$ cat config.mk
export PLATFORM = sky130hd
export DESIGN_NAME = moore_pattern_gen
export DESIGN_NICKNAME = d
export VERILOG_FILES = /design/src/rtl/moore_pattern_gen_pkg.sv /design/src/rtl/down_counter_ld.sv /design/src/rtl/moore_pattern_gen.sv
export SDC_FILE = /design/constraint.sdc
export NUM_CORES = 1
export LEC_CHECK = 0
export CAP_MARGIN = 20
export CORE_MARGIN = 2
export CORE_UTILIZATION = 41
export CTS_CLUSTER_SIZE = 20
export DETAILED_ROUTE_END_ITERATION = 6
export SLEW_MARGIN = 10
export SYNTH_ARGS = -nofsm -noshare
export SYNTH_HDL_FRONTEND = slang
export SYNTH_SLANG_ARGS = --single-unit
$ cat constraint.sdc
create_clock -name clk -period 5.5 [get_ports clk]
set_input_delay 0.825 -clock clk [delete_from_list [all_inputs] [get_ports clk]]
set_output_delay 0.825 -clock clk [all_outputs]
set_load 0.02 [all_outputs]
$ cat src/rtl/moore_pattern_gen_pkg.sv
// Shared constants for the "1 followed by ZEROS 0s" pattern generator and its detector bench.
package moore_pattern_gen_pkg;

  localparam logic [1:0] IDLE = 2'b00;
  localparam logic [1:0] MARK = 2'b01;
  localparam logic [1:0] GAP  = 2'b10;
  localparam logic [1:0] DONE = 2'b11;

  localparam int unsigned ZEROS_DEFAULT = 5;

endpackage

$ cat src/rtl/down_counter_ld.sv
// Loadable down counter with synchronous clear; it stops at zero instead of wrapping.
module down_counter_ld #(
  parameter int unsigned W = 8
) (
  input  logic         clk,
  input  logic         r,
  input  logic         clr,
  input  logic         load,
  input  logic [W-1:0] value,
  input  logic         dec,
  output logic [W-1:0] count,
  output logic         zero,
  output logic         last
);

  always_ff @(posedge clk or posedge r) begin
    if (r)                         count <= '0;
    else if (clr)                  count <= '0;
    else if (load)                 count <= value;
    else if (dec && count != '0)   count <= count - 1'b1;
  end

  assign zero = (count == '0);
  assign last = (count == W'(1));

endmodule

$ cat src/rtl/moore_pattern_gen.sv
// Serial Moore pattern generator: repeat_n frames of one '1' marker followed by ZEROS '0' bits.
module moore_pattern_gen
  import moore_pattern_gen_pkg::*;
#(
  parameter int unsigned ZEROS = ZEROS_DEFAULT,
  parameter int unsigned CNT_W = 8
) (
  input  logic             clk,
  input  logic             r,
  input  logic             start,
  input  logic [CNT_W-1:0] repeat_n,
  input  logic             abort,
  output logic             out,
  output logic             busy,
  output logic             done,
  output logic [1:0]       current
);

  localparam int unsigned GW = $clog2(ZEROS + 1);

  logic [1:0]       state;
  logic [1:0]       next_state;
  logic             gap_load, gap_dec, gap_clr;
  logic             frm_load, frm_dec, frm_clr;
  logic [GW-1:0]    gap_count;
  logic [CNT_W-1:0] frm_count;
  logic             gap_zero, gap_last;
  logic             frm_zero, frm_last;

  down_counter_ld #(.W(GW)) u_gap_cnt (
    .clk   (clk),
    .r     (r),
    .clr   (gap_clr),
    .load  (gap_load),
    .value (GW'(ZEROS)),
    .dec   (gap_dec),
    .count (gap_count),
    .zero  (gap_zero),
    .last  (gap_last)
  );

  down_counter_ld #(.W(CNT_W)) u_frm_cnt (
    .clk   (clk),
    .r     (r),
    .clr   (frm_clr),
    .load  (frm_load),
    .value (repeat_n),
    .dec   (frm_dec),
    .count (frm_count),
    .zero  (frm_zero),
    .last  (frm_last)
  );

  always_ff @(posedge clk or posedge r) begin
    if (r) state <= IDLE;
    else   state <= next_state;
  end

  always_comb begin
    next_state = IDLE;
    gap_load   = 1'b0;
    gap_dec    = 1'b0;
    gap_clr    = 1'b0;
    frm_load   = 1'b0;
    frm_dec    = 1'b0;
    frm_clr    = 1'b0;
    case (state)
      IDLE: begin
        if (start && !abort) begin
          if (repeat_n != '0) begin
            next_state = MARK;
            frm_load   = 1'b1;
          end else begin
            next_state = DONE;
          end
        end
      end
      MARK: begin
        if (abort) begin
          gap_clr = 1'b1;
          frm_clr = 1'b1;
        end else begin
          next_state = GAP;
          gap_load   = 1'b1;
        end
      end
      GAP: begin
        if (abort) begin
          gap_clr = 1'b1;
          frm_clr = 1'b1;
        end else begin
          gap_dec = 1'b1;
          // A zero count here can only come from corruption; end the gap rather than stall.
          if (gap_last || gap_zero) begin
            frm_dec    = 1'b1;
            next_state = (frm_last || frm_zero) ? DONE : MARK;
          end else begin
            next_state = GAP;
          end
        end
      end
      DONE:    next_state = IDLE;
      default: next_state = IDLE;
    endcase
  end

  assign out     = (state == MARK);
  assign busy    = (state == MARK) || (state == GAP);
  assign done    = (state == DONE);
  assign current = state;

endmodule

# Yosys cells after proc, flatten, opt, wreduce, memory -nomap -nowiden
# Index checks and enable logic that the tools add are counted.
# Widths: inputs -> output; s select.
dict set report word_totals {
  in_bits 12
  wordCells 50
  ff_bits 13
  output_inout_bits 5
}
dict set report op_classes {
  n_eq_ne 5
  reduce_logical 16
  addsub 2
  mux 24
}
# operator n
set ops {}
lappend ops {{$mux 8} 3}
lappend ops {{$reduce_bool 8->1} 2}
lappend ops {{$mux 2} 6}
lappend ops {{$mux 1} 11}
lappend ops {{$mux 3} 3}
lappend ops {{$reduce_bool 3->1} 3}
lappend ops {{$eq 8x1->1 const B} 1}
lappend ops {{$logic_not 8->1} 1}
lappend ops {{$pmux 2 s4} 1}
lappend ops {{$sub 8x1->8 const B} 1}
lappend ops {{$eq 2x2->1 const B} 2}
lappend ops {{$eq 3x1->1 const B} 1}
lappend ops {{$logic_and 1x1->1} 3}
lappend ops {{$logic_not 3->1} 1}
lappend ops {{$logic_or 1x1->1} 3}
lappend ops {{$sub 3x1->3 const B} 1}
lappend ops {{$eq 2x1->1 const B} 1}
lappend ops {{$logic_not 2->1} 1}
lappend ops {{$reduce_or 2->1} 1}
lappend ops {{$logic_not 1->1} 1}

# Logic depth before layout (Yosys ltp)
dict set report depth {
  word_depth 9
  mapped_depth 7
  ltp_nobuf 6
}

# Cells and area by module
# From an unflattened synthesis, not the netlist that was laid out.
dict set report unflattened {
  cells_unflattened 118
  area_unflattened_um2 1037.2
}
# module n_inst area_per_inst_um2 cells_per_inst seq_area_each_um2
set by_module_without_submodules {}
lappend by_module_without_submodules {{down_counter_ld at u_frm_cnt} 1 566.8 65 200.2}
lappend by_module_without_submodules {{down_counter_ld at u_gap_cnt} 1 241.5 26 75.1}
lappend by_module_without_submodules {moore_pattern_gen 1 229.0 27 50.0}

# Worst setup path before layout
# Ideal clock, no wire load.
dict set report synth_timing {
  path_type {input port to flip-flop}
  startpoint {input port repeat_n[4]}
  endpoint {register u_frm_cnt.count[7]}
  arrival_time_ns 2.089
  setup_ns 0.087
  stages 4
  path_slack_ns 3.325
  required_ns 5.413
  n_path_buf 0
  path_cell_list {or4_4 -> o21ai_4 -> or4b_1 -> o211ai_1}
}
dict set report synth_between {
  elab_chain_cells 6
  word_cells_on_any_way 7
  cone_classes {mux: 5; reduce/logical: 2}
}
# item line
set synth_rtl {}
lappend synth_rtl {{start, declared} moore_pattern_gen.sv:11} ;# input logic [CNT_W-1:0] repeat_n,
lappend synth_rtl {{$reduce_bool 8->1 *} moore_pattern_gen.sv:70} ;# if (repeat_n != '0) begin
lappend synth_rtl {{$mux 1 *} moore_pattern_gen.sv:70}
lappend synth_rtl {{$mux 1 *} moore_pattern_gen.sv:69} ;# if (start && !abort) begin
lappend synth_rtl {{$mux 1 *} moore_pattern_gen.sv:67} ;# case (state)
lappend synth_rtl {{$mux 8} down_counter_ld.sv:19} ;# else if (load) count <= value;
lappend synth_rtl {{$mux 8} down_counter_ld.sv:18} ;# else if (clr) count <= '0;
lappend synth_rtl {{end signal, assigned} down_counter_ld.sv:19}
lappend synth_rtl {{end signal, assigned} down_counter_ld.sv:20} ;# else if (dec && count != '0) count <= count - 1'b1;
lappend synth_rtl {{end, declared} down_counter_ld.sv:11} ;# output logic [W-1:0] count,
# Mark *: on every way between the ends. The rest lies on a longest branch, timed or not.
# A chain may end at the register's enable or synchronous reset.

# Worst setup path after layout
# Ends and elaborated chain as after synthesis.

==> flow_summary.ini <==
[routing]
drt_wl_total_um = 2470
first_pass_iters = 4
wl_per_cell_um = 15.7
viasPerCell = 5.87
antenna_left = 0
via_count = 921
drc = 0
drtIter0Drc = 25

[global_routing]
antenna_found_initial = 0
grtUsageMet2_pct = 32.3
grt_pass1_vias = 873
grt_busiest_layer = met2
grt_usage_pct = 20.1
grt_first_pass_wirelength_um = 4040
grt_max_degree = 17
grt.overflow.total = 0
grt_use_met1_pct = 25.6
use_met3_pct = 6.21

[setup_path]
worst_setup_path_start_kind = input port
criticalPathCategory = in -> reg
rr_endpoint = u_frm_cnt.count[6]
cp.required_ps = 5710
r2r_slack_ps = 3510
crit_fanout = 16
rr_startpoint = u_gap_cnt.count[0]
worst_ep_arrival_time_ps = 2840
r2r_cells = 6
crit_path_end_kind = register

[timing]
hold_viol = 0
timing.slew.headroom_pct = 65.3
rsz0062_at_grt = false
final.setup.tns_ps = 0
fin_ws_ps = 2870
period_needed_ps = 2630
worst_pin_slew_ps = 520
fmax_mhz = 380
fin_skew_ps = 11.9
drv_slew = 0
setup_viol = 0
finalCritPeriodShare_pct = 47.8

[layout]
final-seq-area_sq_um = 325
layout_commonest_cell = clkdlybuf4s50_1
drive_gt1_share_pct = 7.75
multiInputGateArea_sq_um = 618
antennaDiodeCount = 0
layout_common_cells = clkdlybuf4s50_1 (16), dfrtp_1 (13), nor2_1 (11)
fin_nets = 152
syn_to_final_growth_pct = 20.7
fin_area_sq_um = 1200
fill_cells = 228

[placed_design]
hpwl_um = 1860
place_area_sq_um = 1180
portBuffers = 16
gp_congestion = 0.852
dpl_worst_slack_ps = 2600

[synthesis]
avgSynthCellArea_sq_um = 8.89
synth.top_cell.area_share_pct = 32.7
synthTopCellsByArea = dfrtp_1 (33%), ha_1 (13%), nor2_1 (4.1%)
syn_nets = 134
syn_area_sq_um = 996
synth_cell_type_count = 38
seq_area_frac_synth_pct = 32.7
synth_cells = 112
ys_ff_latch = 13
yosysTopAreaCell = dfrtp_1
yosysWarningCount = 0

[clocking]
cts-buffers-inserted = 3
postCtsResizedCells = 0
htree_levels = 1
insertion_delay_ps = 290
post_cts_buffers = 0
hold_buffers = 0
root_buffer = clkbuf_4
cts.clk_slew.worst_paths_ps = 90
clock_path_buffers = 2
cts_tree = built
cts.sinks = 13

[die]
die_x_um = 53.3
coreArea_sq_um = 2250
row_count = 17
start_util_pct = 44.2
dieArea_sq_um = 2840
die_h_um = 53.3
pin_count = 17

[power_and_ir_drop]
p_leak_nw = 0.472
power_density_nw_per_um2 = 304
vdd_drop_max_mv = 0.189

[worst_hold_path]
hold-path-endpoint = u_gap_cnt.count[1]
hold_path_startpoint = u_gap_cnt.count[1]
worstHoldPathType = reg -> reg
holdPathStages = 2

[run_status]
status = finished, final reports clean

[run]
max_cap_violations = 0
==> stage by stage <==
stage          total power [mW]  util (%)  hold WS (ps)  std cells
2_1_floorplan             0.255         -           543        112
3_3_place_gp              0.299      52.2           572        153
3_5_place_dp              0.302      52.2           573        153
4_1_cts                   0.366      53.3           586        157
5_1_grt                   0.397      53.3           630        157
6_report                  0.365      53.3           585        157
==> cell type report <==
type	count	share of cell area (%)
Timing Repair Buffer	16	13.3
Multi-Input combinational cell	86	51.4
Tap cell	28	2.91
Sequential cell	13	27.1
Clock buffer	4	2.19
Inverter	10	3.12
==> worst max-delay path by stage <==
stage                 from            endpoint  slack (ps)  cells after the start
2_1_floorplan  repeat_n[4]  u_frm_cnt.count[7]        3320                      4
3_3_place_gp   repeat_n[4]  u_frm_cnt.count[7]        2680                      5
3_5_place_dp   repeat_n[4]  u_frm_cnt.count[7]        2600                      5
4_1_cts        repeat_n[4]  u_frm_cnt.count[7]        2900                      5
5_1_grt        repeat_n[4]  u_frm_cnt.count[7]        2840                      5
6_report       repeat_n[4]  u_frm_cnt.count[7]        2870                      5
==> logic make-up after synthesis <==
group / after synthesis / synth area share, %
and+or+nand+nor: 50 / 29.1
AOI/OAI and AO/OA: 25 / 19.5
buffers and inverters: 13 / 5.28
DFF: 13 / 32.7
adders and majority gates: 10 / 12.6
xor gates and xnor gates: 1 / 0.880
==> sequential cells by signal (all words and copies together), names as in the netlist <==
signal,flops
u_frm_cnt.count,8
current,2
u_gap_cnt.count,3
==> cell usage after synthesis <==
master	n
a31oi_1	5
nor4b_1	2
or4_4	2
o21ai_0	1
or3_1	1
a211oi_1	2
a41oi_1	1
o211ai_1	5
xnor2_1	1
nand2_1	6
or4_1	1
and2_1	1
o21bai_1	2
nor4_1	3
nor3_1	2
o31ai_1	1
ha_1	10
nand4_1	2
nand2b_1	2
o311ai_0	2
or2_2	2
nand4b_1	2
or4b_1	1
nor2b_1	1
a2111oi_0	1
nand3_1	7
and3_1	2
buf_2	3
o32a_1	1
o21a_1	1
o21ai_4	1
dfrtp_1	13
nor2_1	11
nor3_2	1
a21oi_1	1
a31o_2	1
and3b_1	1
inv_1	10
==> metal layers <==
layer | up-vias | wire, um
met5 | - | 0
met4 | 0 | 26
met3 | 5 | 117
met2 | 31 | 1130
met1 | 432 | 1190
li1 | 453 | -
==> power by group <==
group / total (mW) / switching (mW) / internal [mW]
Combinational: 0.153 / 0.0827 / 0.0698
Sequential: 0.149 / 0.0287 / 0.121
Clock: 0.0630 / 0.0348 / 0.0282
Total: 0.365 / 0.146 / 0.219
==> critical path: stages <==
cell and delay, ps:
clkdlybuf4s50_1 450, or4_4 590, o21ai_4 400, or4b_1 480, o211ai_1 100
Note: power is estimated with default switching activity, not from simulation.
